**src/rtl/tdm_mux.sv**
```systemverilog
// tdm_mux: registered N:1 multiplexer with two modes. In direct mode a
// select input chooses the channel. In scan mode the channels are visited
// round-robin, and each one is presented for dwell+1 enabled cycles.
// All outputs are registered, with one cycle of latency.
// Optional build macro TDM_MUX_CH_MASK_EN adds a ch_mask input. The scan
// then skips masked channels, and direct mode rejects them.
module tdm_mux #(
    parameter int WIDTH    = 4,
    parameter int CHANNELS = 4,
    parameter int DWELL_W  = 8,
    localparam int SEL_W   = $clog2(CHANNELS)
) (
    input  logic                      clk,
    input  logic                      rst,
    input  logic                      en,
    input  logic                      mode,
    input  logic [SEL_W-1:0]          sel,
    input  logic [DWELL_W-1:0]        dwell,
    input  logic [CHANNELS*WIDTH-1:0] din,
`ifdef TDM_MUX_CH_MASK_EN
    input  logic [CHANNELS-1:0]       ch_mask,
`endif
    output logic [WIDTH-1:0]          dout,
    output logic [SEL_W-1:0]          ch_out,
    output logic                      valid,
    output logic                      wrap
);

    localparam logic [SEL_W-1:0] LAST_CH = SEL_W'(CHANNELS - 1);
    localparam logic [SEL_W:0]   NUM_CH  = (SEL_W + 1)'(CHANNELS);

    typedef enum logic {DIRECT, SCAN} state_t;

    state_t               state_reg, state_next;
    logic [SEL_W-1:0]     cur_reg, cur_next;
    logic [DWELL_W-1:0]   cnt_reg, cnt_next;
    logic                 pend_reg, pend_next;   // wrap owed on next presentation
    logic [WIDTH-1:0]     dout_reg, dout_next;
    logic [SEL_W-1:0]     ch_reg, ch_next;
    logic                 valid_reg, valid_next;
    logic                 wrap_reg, wrap_next;

    logic [CHANNELS-1:0]  mask_w;
    logic [WIDTH-1:0]     din_arr [CHANNELS];
    logic [SEL_W-1:0]     nxt_ch, low_ch, low_nxt;
    logic                 any_en, sel_ok;

`ifdef TDM_MUX_CH_MASK_EN
    assign mask_w = ch_mask;
`else
    assign mask_w = '1;
`endif

    genvar gi;
    generate
        for (gi = 0; gi < CHANNELS; gi++) begin : g_unpack
            assign din_arr[gi] = din[gi*WIDTH +: WIDTH];
        end
    endgenerate

    // The first enabled channel, searched circularly from c+1 (c itself last).
    // The caller detects a wrap as a result that is <= c.
    function automatic logic [SEL_W-1:0] next_of(input logic [SEL_W-1:0] c,
                                                 input logic [CHANNELS-1:0] m);
        logic [SEL_W-1:0] r;
        r = c;
        for (int i = CHANNELS; i >= 1; i--) begin
            int               j;
            logic [SEL_W-1:0] jj;
            j = int'(c) + i;
            if (j >= CHANNELS) j = j - CHANNELS;
            jj = SEL_W'(j);
            if (m[jj]) r = jj;
        end
        return r;
    endfunction

    assign any_en  = |mask_w;
    assign nxt_ch  = next_of(cur_reg, mask_w);
    assign low_ch  = next_of(LAST_CH, mask_w);
    assign low_nxt = next_of(low_ch, mask_w);
    assign sel_ok  = ({1'b0, sel} < NUM_CH) && mask_w[sel];

    // Next-state and output decode; en=0 holds everything but the strobes.
    always_comb begin
        state_next = state_reg;
        cur_next   = cur_reg;
        cnt_next   = cnt_reg;
        pend_next  = pend_reg;
        dout_next  = dout_reg;
        ch_next    = ch_reg;
        valid_next = 1'b0;
        wrap_next  = 1'b0;
        if (en) begin
            if (!mode) begin
                state_next = DIRECT;
                cur_next   = '0;
                cnt_next   = '0;
                pend_next  = 1'b0;
                if (sel_ok) begin
                    dout_next  = din_arr[sel];
                    ch_next    = sel;
                    valid_next = 1'b1;
                end else begin
                    dout_next  = '0;
                end
            end else if (!any_en) begin
                // Nothing to scan: park with the scan position untouched.
                state_next = SCAN;
                dout_next  = '0;
            end else if (state_reg == DIRECT) begin
                // The entry cycle is the first dwell cycle of the lowest channel.
                state_next = SCAN;
                dout_next  = din_arr[low_ch];
                ch_next    = low_ch;
                valid_next = 1'b1;
                cnt_next   = DWELL_W'(1);
                if (dwell == '0) begin
                    cur_next  = low_nxt;
                    pend_next = (low_nxt <= low_ch);
                end else begin
                    cur_next  = low_ch;
                    pend_next = 1'b0;
                end
            end else if (!mask_w[cur_reg]) begin
                // Current channel was masked under us: skip it immediately.
                dout_next = '0;
                cur_next  = nxt_ch;
                cnt_next  = '0;
                pend_next = pend_reg | (nxt_ch <= cur_reg);
            end else begin
                dout_next  = din_arr[cur_reg];
                ch_next    = cur_reg;
                valid_next = 1'b1;
                wrap_next  = pend_reg;
                if (cnt_reg >= dwell) begin
                    cur_next  = nxt_ch;
                    cnt_next  = '0;
                    pend_next = (nxt_ch <= cur_reg);
                end else begin
                    cnt_next  = cnt_reg + 1'b1;
                    pend_next = 1'b0;
                end
            end
        end
    end

    // State and output registers, cleared immediately by rst.
    always_ff @(posedge clk or posedge rst) begin
        if (rst) begin
            state_reg <= DIRECT;
            cur_reg   <= '0;
            cnt_reg   <= '0;
            pend_reg  <= 1'b0;
            dout_reg  <= '0;
            ch_reg    <= '0;
            valid_reg <= 1'b0;
            wrap_reg  <= 1'b0;
        end else begin
            state_reg <= state_next;
            cur_reg   <= cur_next;
            cnt_reg   <= cnt_next;
            pend_reg  <= pend_next;
            dout_reg  <= dout_next;
            ch_reg    <= ch_next;
            valid_reg <= valid_next;
            wrap_reg  <= wrap_next;
        end
    end

    assign dout   = dout_reg;
    assign ch_out = ch_reg;
    assign valid  = valid_reg;
    assign wrap   = wrap_reg;

endmodule

```
**config.mk**
```make
export PLATFORM = sky130hd
export DESIGN_NAME = tdm_mux
export DESIGN_NICKNAME = d
export VERILOG_FILES = /design/src/rtl/tdm_mux.sv
export SDC_FILE = /design/constraint.sdc
export NUM_CORES = 1
export LEC_CHECK = 0
export CORE_MARGIN = 2
export CORE_UTILIZATION = 29
export CTS_CLUSTER_SIZE = 30
export DETAILED_ROUTE_END_ITERATION = 10
export GPL_ROUTABILITY_DRIVEN = 0
export GPL_TIMING_DRIVEN = 0
export PLACE_DENSITY = 0.56
export SYNTH_ARGS = -nofsm -noshare
export SYNTH_HDL_FRONTEND = slang
export SYNTH_SLANG_ARGS = --single-unit
```
**constraint.sdc**
```tcl
create_clock -name clk -period 2.5 [get_ports clk]
set_input_delay 0.5 -clock clk [delete_from_list [all_inputs] [get_ports clk]]
set_output_delay 0.5 -clock clk [all_outputs]
set_load 0.005 [all_outputs]
```
### After elaboration in Yosys (flattened, before gate mapping)

Index checks and enable logic that the tools add are counted.

| word-level totals | value |
|---|---|
| register bits | 20 |
| latch bits | 0 |
| memory bits (writable) | 0 |
| memory bits (read-only) | 0 |
| input port bits | 30 |
| output and inout port bits | 8 |
| word-level logic and storage cells | 97 |
| memories kept | 0 |

| cells by class | value |
|---|---|
| add/sub/neg operators | 9 |
| $mul | 0 |
| div/mod/pow operators | 0 |
| magnitude comparators | 14 |
| eq/ne operators | 2 |
| shift operators | 0 |
| multiplexer cells | 57 |
| bitwise gates (word level) | 3 |
| reductions and logical operators | 4 |

Operator list:

| cell | number |
|---|---|
| 2-bit 2-to-1 mux | 16 |
| 4-bit 2-to-1 mux | 8 |
| 8-bit 2-to-1 mux | 4 |
| 1-bit 2-to-1 mux | 21 |
| 2-bit by 3-bit < comparator with 1-bit output, second input constant | 6 |
| 4-bit binary-select mux with 2-bit select | 2 |
| 3-bit >= comparator, second input constant | 5 |
| 1-bit binary-select mux with 2-bit select | 6 |
| 8-bit by 1-bit adder with 8-bit output, second input constant | 1 |
| 8-bit >= comparator | 1 |
| 8-bit logical NOT | 1 |
| 2-bit by 1-bit subtractor with 2-bit output, second input constant | 4 |
| 2-bit by 2-bit adder with 3-bit output, second input constant | 2 |
| 2-bit inverter with 3-bit output | 2 |
| 2-bit by 3-bit adder with 4-bit output, second input constant | 1 |
| 4-bit by 3-bit >= comparator with 1-bit output, second input constant | 1 |
| 4-bit by 3-bit != test with 1-bit output, second input constant | 1 |
| 2-bit by 1-bit adder with 3-bit output, second input constant | 1 |
| 3-bit by 2-bit != test with 1-bit output, second input constant | 1 |
| 3-bit AND reduction | 1 |
| 2-bit less-or-equal comparator | 1 |
| 2-bit AND reduction | 1 |
| 2-bit nonzero test | 1 |
| 1-bit bitwise OR | 1 |

### Depth between registers and ports, before layout

| depth | value |
|---|---|
| depth in word-level cells | 14 |
| gate-level depth with buffers | 8 |
| mapped depth without buffers | 7 |

### Worst setup path before layout

No wires, ideal clock.

| path | value |
|---|---|
| path type | input to register |
| start | input port dwell[0] |
| end | register cnt_reg[1] |
| setup time | 0.078 ns |
| arrival time | 1.848 ns |
| required time | 2.422 ns |
| slack | 0.574 ns |
| cell stages on the path | 7 |
| buffers on the path | 1 |
| path through | ha_1 -> nand2b_4 -> a2111oi_4 -> o31ai_2 -> buf_6 -> or2_4 -> o2bb2ai_1 |

| on the way | value |
|---|---|
| longest elaborated chain between the ends | 5 |

RTL lines:

| item | RTL line | text |
|---|---|---|
| from (decl) | 18 | `input logic [DWELL_W-1:0] dwell,` |
| 8-bit >= comparator | 136 | `if (cnt_reg >= dwell) begin` |
| 8-bit 2-to-1 mux | 136 |  |
| 8-bit 2-to-1 mux | 125 | `end else if (!mask_w[cur_reg]) begin` |
| 8-bit 2-to-1 mux | 111 | `end else if (state_reg == DIRECT) begin` |
| 8-bit 2-to-1 mux | 95 | `if (!mode) begin` |
| to (signal assigned) | 162 | `cnt_reg <= cnt_next;` |
| to (decl) | 36 | `logic [DWELL_W-1:0] cnt_reg, cnt_next;` |

Every way passes these cells.
A chain may end at the register's enable or synchronous reset.

### Worst setup path after layout

Ends and elaborated chain as after synthesis.

==> impl_metrics.yaml <==
timing:
  slew_viol_final: 0
  max_freq_ghz: 0.4526
  setup_violations: 0
  tightest_slew_ns: 0.7722
  slew_headroom_pct: 48.46
  holdWs_ns: 0.5039
  fin_tns_setup_ns: 0
  skew_ns: 0.008765
  rsz0062_at_grt: "no"
  fin_crit_sh_pct: 88.38
  fin_crit_ns: 2.209
  finalHoldViolations: 0
clock_network:
  cts_tree: "yes"
  cts_setup_buffers: 0
  clkTransAtPathRegs_ns: 0.08
  clock_latency_ns: 0.26
  cts_resized: 0
  hold_buffers: 0
  cts.sinks: 20
  numCtsBuffers: 3
  htree_levels: 1
  ctsLongestPathBuffers: 2
  cts-root-buf: "clkbuf_8"
route:
  drt_pass1_iterations: 4
  wirelength_um: 3350
  routed_via_density: 4.921
  first_iter_violations: 50
  post-route-drc-count: 0
  vias: 1314
  wl_per_cell_um: 12.55
  ant_nets: 0
synthesis:
  synth_top_family_by_area: "compound AO/OA/AOI/OAI gates"
  synth-compound-area-share_pct: 23.51
  synth_edf_count: 0
  syn_nets: 199
  synth_fa_ha_area_share_pct: 8.489
  ys_warn_count: 0
  syn_avg_cell_area_sq_um: 9.270
  synth_simple_gate_area_share_pct: 16.21
  async_reset_ff_share_pct: 100.0
  synth-xor-area-share_pct: 1.188
  netlist_instances: 159
  synth-seq-area-share_pct: 33.96
  ys_ff_latch: 20
  muxShareOfSynthArea_pct: 8.829
  synth_area_sq_mm: 0.001474
  synth.distinct_cells: 43
  synth_ff_type: "dfrtp_1"
finish:
  diodes: 0
  largest_reg_flops: 8
  layout_commonest_cell: "clkdlybuf4s50_1"
  postLayoutCoreUtil_pct: 41.17
  num-fill-cells: 505
  nets: 241
  final_cells: 267
  drive_gt1_share_pct: 9.500
  final_cell_mix: "clkdlybuf4s50_1, dfrtp_1, inv_1, nor2_1, a31oi_1"
  area_delta_synth_final_pct: 34.55
worst_setup_path:
  cp.required_ns: 2.69
  end_kind: "flip-flop"
  worstReg2RegStart: "cnt_reg[0]$_DFFE_PP0P_"
  crit_arrival_ns: 2.40
  worstPathMaxFanout: 10
  crit_start: "dwell[0]"
  startpoint_type: "input pin"
  crit_type: "input pin to flip-flop"
floorplan:
  fp-row-count: 25
  core_sq_mm: 0.004817
  die_w_um: 75.29
  initial_core_util_pct: 30.60
  die_height_um: 75.29
  die_area_sq_mm: 0.005669
  boundaryPins: 38
global_routing:
  gr-total-overflow: 0
  grt_pass1_wl_um: 5789
  antenna_found_initial: 0
  grt_pass1_vias: 1271
  grt_usage_pct: 13.09
  grt_start_max_net_pins: 21
power:
  power.share.clock_pct: 31.2
  p_int_w: 0.0005927
  power_switching_w: 0.0002057
  max-vdd-ir-drop_mv: 0.2514
  combPwrFrac_pct: 24.9
  p_leak_nw: 0.8488
  netSwitchingFraction_pct: 25.77
  power_frac_seq_pct: 43.8
  powerDensity_mw_per_mm2: 402.6
outcome:
  status: "finished, final reports clean"
place:
  hpwlAfterDp_um: 2621
  dp.cells: 263
  portBuffers: 37
worst_hold_path:
  hp-class: "flip-flop to flip-flop"
  hp-start: "pend_reg$_DFFE_PP0P_"
job:
  drv_cap: 0
[cell type report]
type                       count  area [sq um]  share of cell area [%]
sequential                    20         500.5                   25.24
timing repair buffer          37         370.4                   18.68
buffer                        10         47.55                   2.397
multi-input combinational    111         858.3                   43.28
inverter                      18         67.56                   3.407
clock buffer                   4         55.05                   2.776
tap                           67         83.83                   4.227
[power groups by stage]
| stage | sequential [W] | clock (W) | combinational [W] |
|---|---|---|---|
| 2_1_floorplan | 0.000356 | 0 | 0.000102 |
| 3_3_place_gp | 0.000356 | 0 | 0.000201 |
| 3_5_place_dp | 0.000356 | 0 | 0.000202 |
| 4_1_cts | 0.000350 | 0.000258 | 0.000203 |
| 5_1_grt | 0.000352 | 0.000273 | 0.000220 |
| 6_report | 0.000350 | 0.000249 | 0.000199 |
[cells by family (layout without fill, tap and decap cells)]
| logic type | after synthesis | count (layout) |
|---|---|---|
| AND/OR/NAND/NOR | 47 | 47 |
| adder cells (fa/ha/maj) | 10 | 10 |
| XOR/XNOR | 2 | 2 |
| multiplexers | 8 | 8 |
| buffers and inverters | 28 | 69 |
| AO/OA/AOI/OAI | 44 | 44 |
| flip-flops | 20 | 20 |
[path summary, 6_finish.rpt]
path	endpoint	slack [ns]	cells past startpoint
min in group asynchronous	cnt_reg[6]$_DFFE_PP0P_	0.67	2
worst min-delay path	wrap$_DFF_PP0_	0.50	2
worst max register to register	cnt_reg[1]$_DFFE_PP0P_	0.51	8
max in group asynchronous	cur_reg[0]$_DFFE_PP0P_	1.34	2
worst max-delay path	cnt_reg[1]$_DFFE_PP0P_	0.29	8
worst min register to register	wrap$_DFF_PP0_	0.50	2
[Yosys cell counts, drive strengths merged, types with 3 or more instances]
cell | n | area share, %
mux2i | 4 | 2.7
a31oi | 14 | 5.9
nor2 | 17 | 4.3
o21ai | 4 | 1.4
mux4 | 4 | 6.1
a21oi | 4 | 2.6
inv | 18 | 4.6
buf | 4 | 1.7
nand3 | 6 | 2.0
o21a | 3 | 1.5
dfrtp | 20 | 34
clkbuf | 6 | 1.5
o211ai | 4 | 2.0
nor3 | 5 | 1.7
o31ai | 3 | 1.9
nand2 | 4 | 1.0
ha | 10 | 8.5
nand2b | 7 | 3.5
[critical path, cell delays in order]
cell	delay, ns
clkdlybuf4s50_1	0.42
ha_1	0.29
nand2b_4	0.15
a2111oi_4	0.36
o31ai_2	0.11
buf_6	0.15
or2_4	0.25
o2bb2ai_1	0.15
[per-layer routing]
metal / routed length, um / vias to the layer above / global-route usage [%]
met2: 1508 / 37 / 21.55
met1: 1612 / 611 / 17.75
li1: - / 662 / -
met4: 32 / 0 / 2.924
met3: 197 / 4 / 2.778
met5: 0 / - / 0
[per-stage QoR]
step | power (W) | setup WS, ns | instance area (sq um)
2_1_floorplan | 0.0004576 | 0.5740 | 1474
3_3_place_gp | 0.0005577 | 0.02834 | 1928
5_1_grt | 0.0008454 | 0.2292 | 1983
6_report | 0.0007984 | 0.2906 | 1983
3_5_place_dp | 0.0005577 | 0.01676 | 1928
4_1_cts | 0.0008108 | 0.2777 | 1983
(Power assumes the default switching activity.)
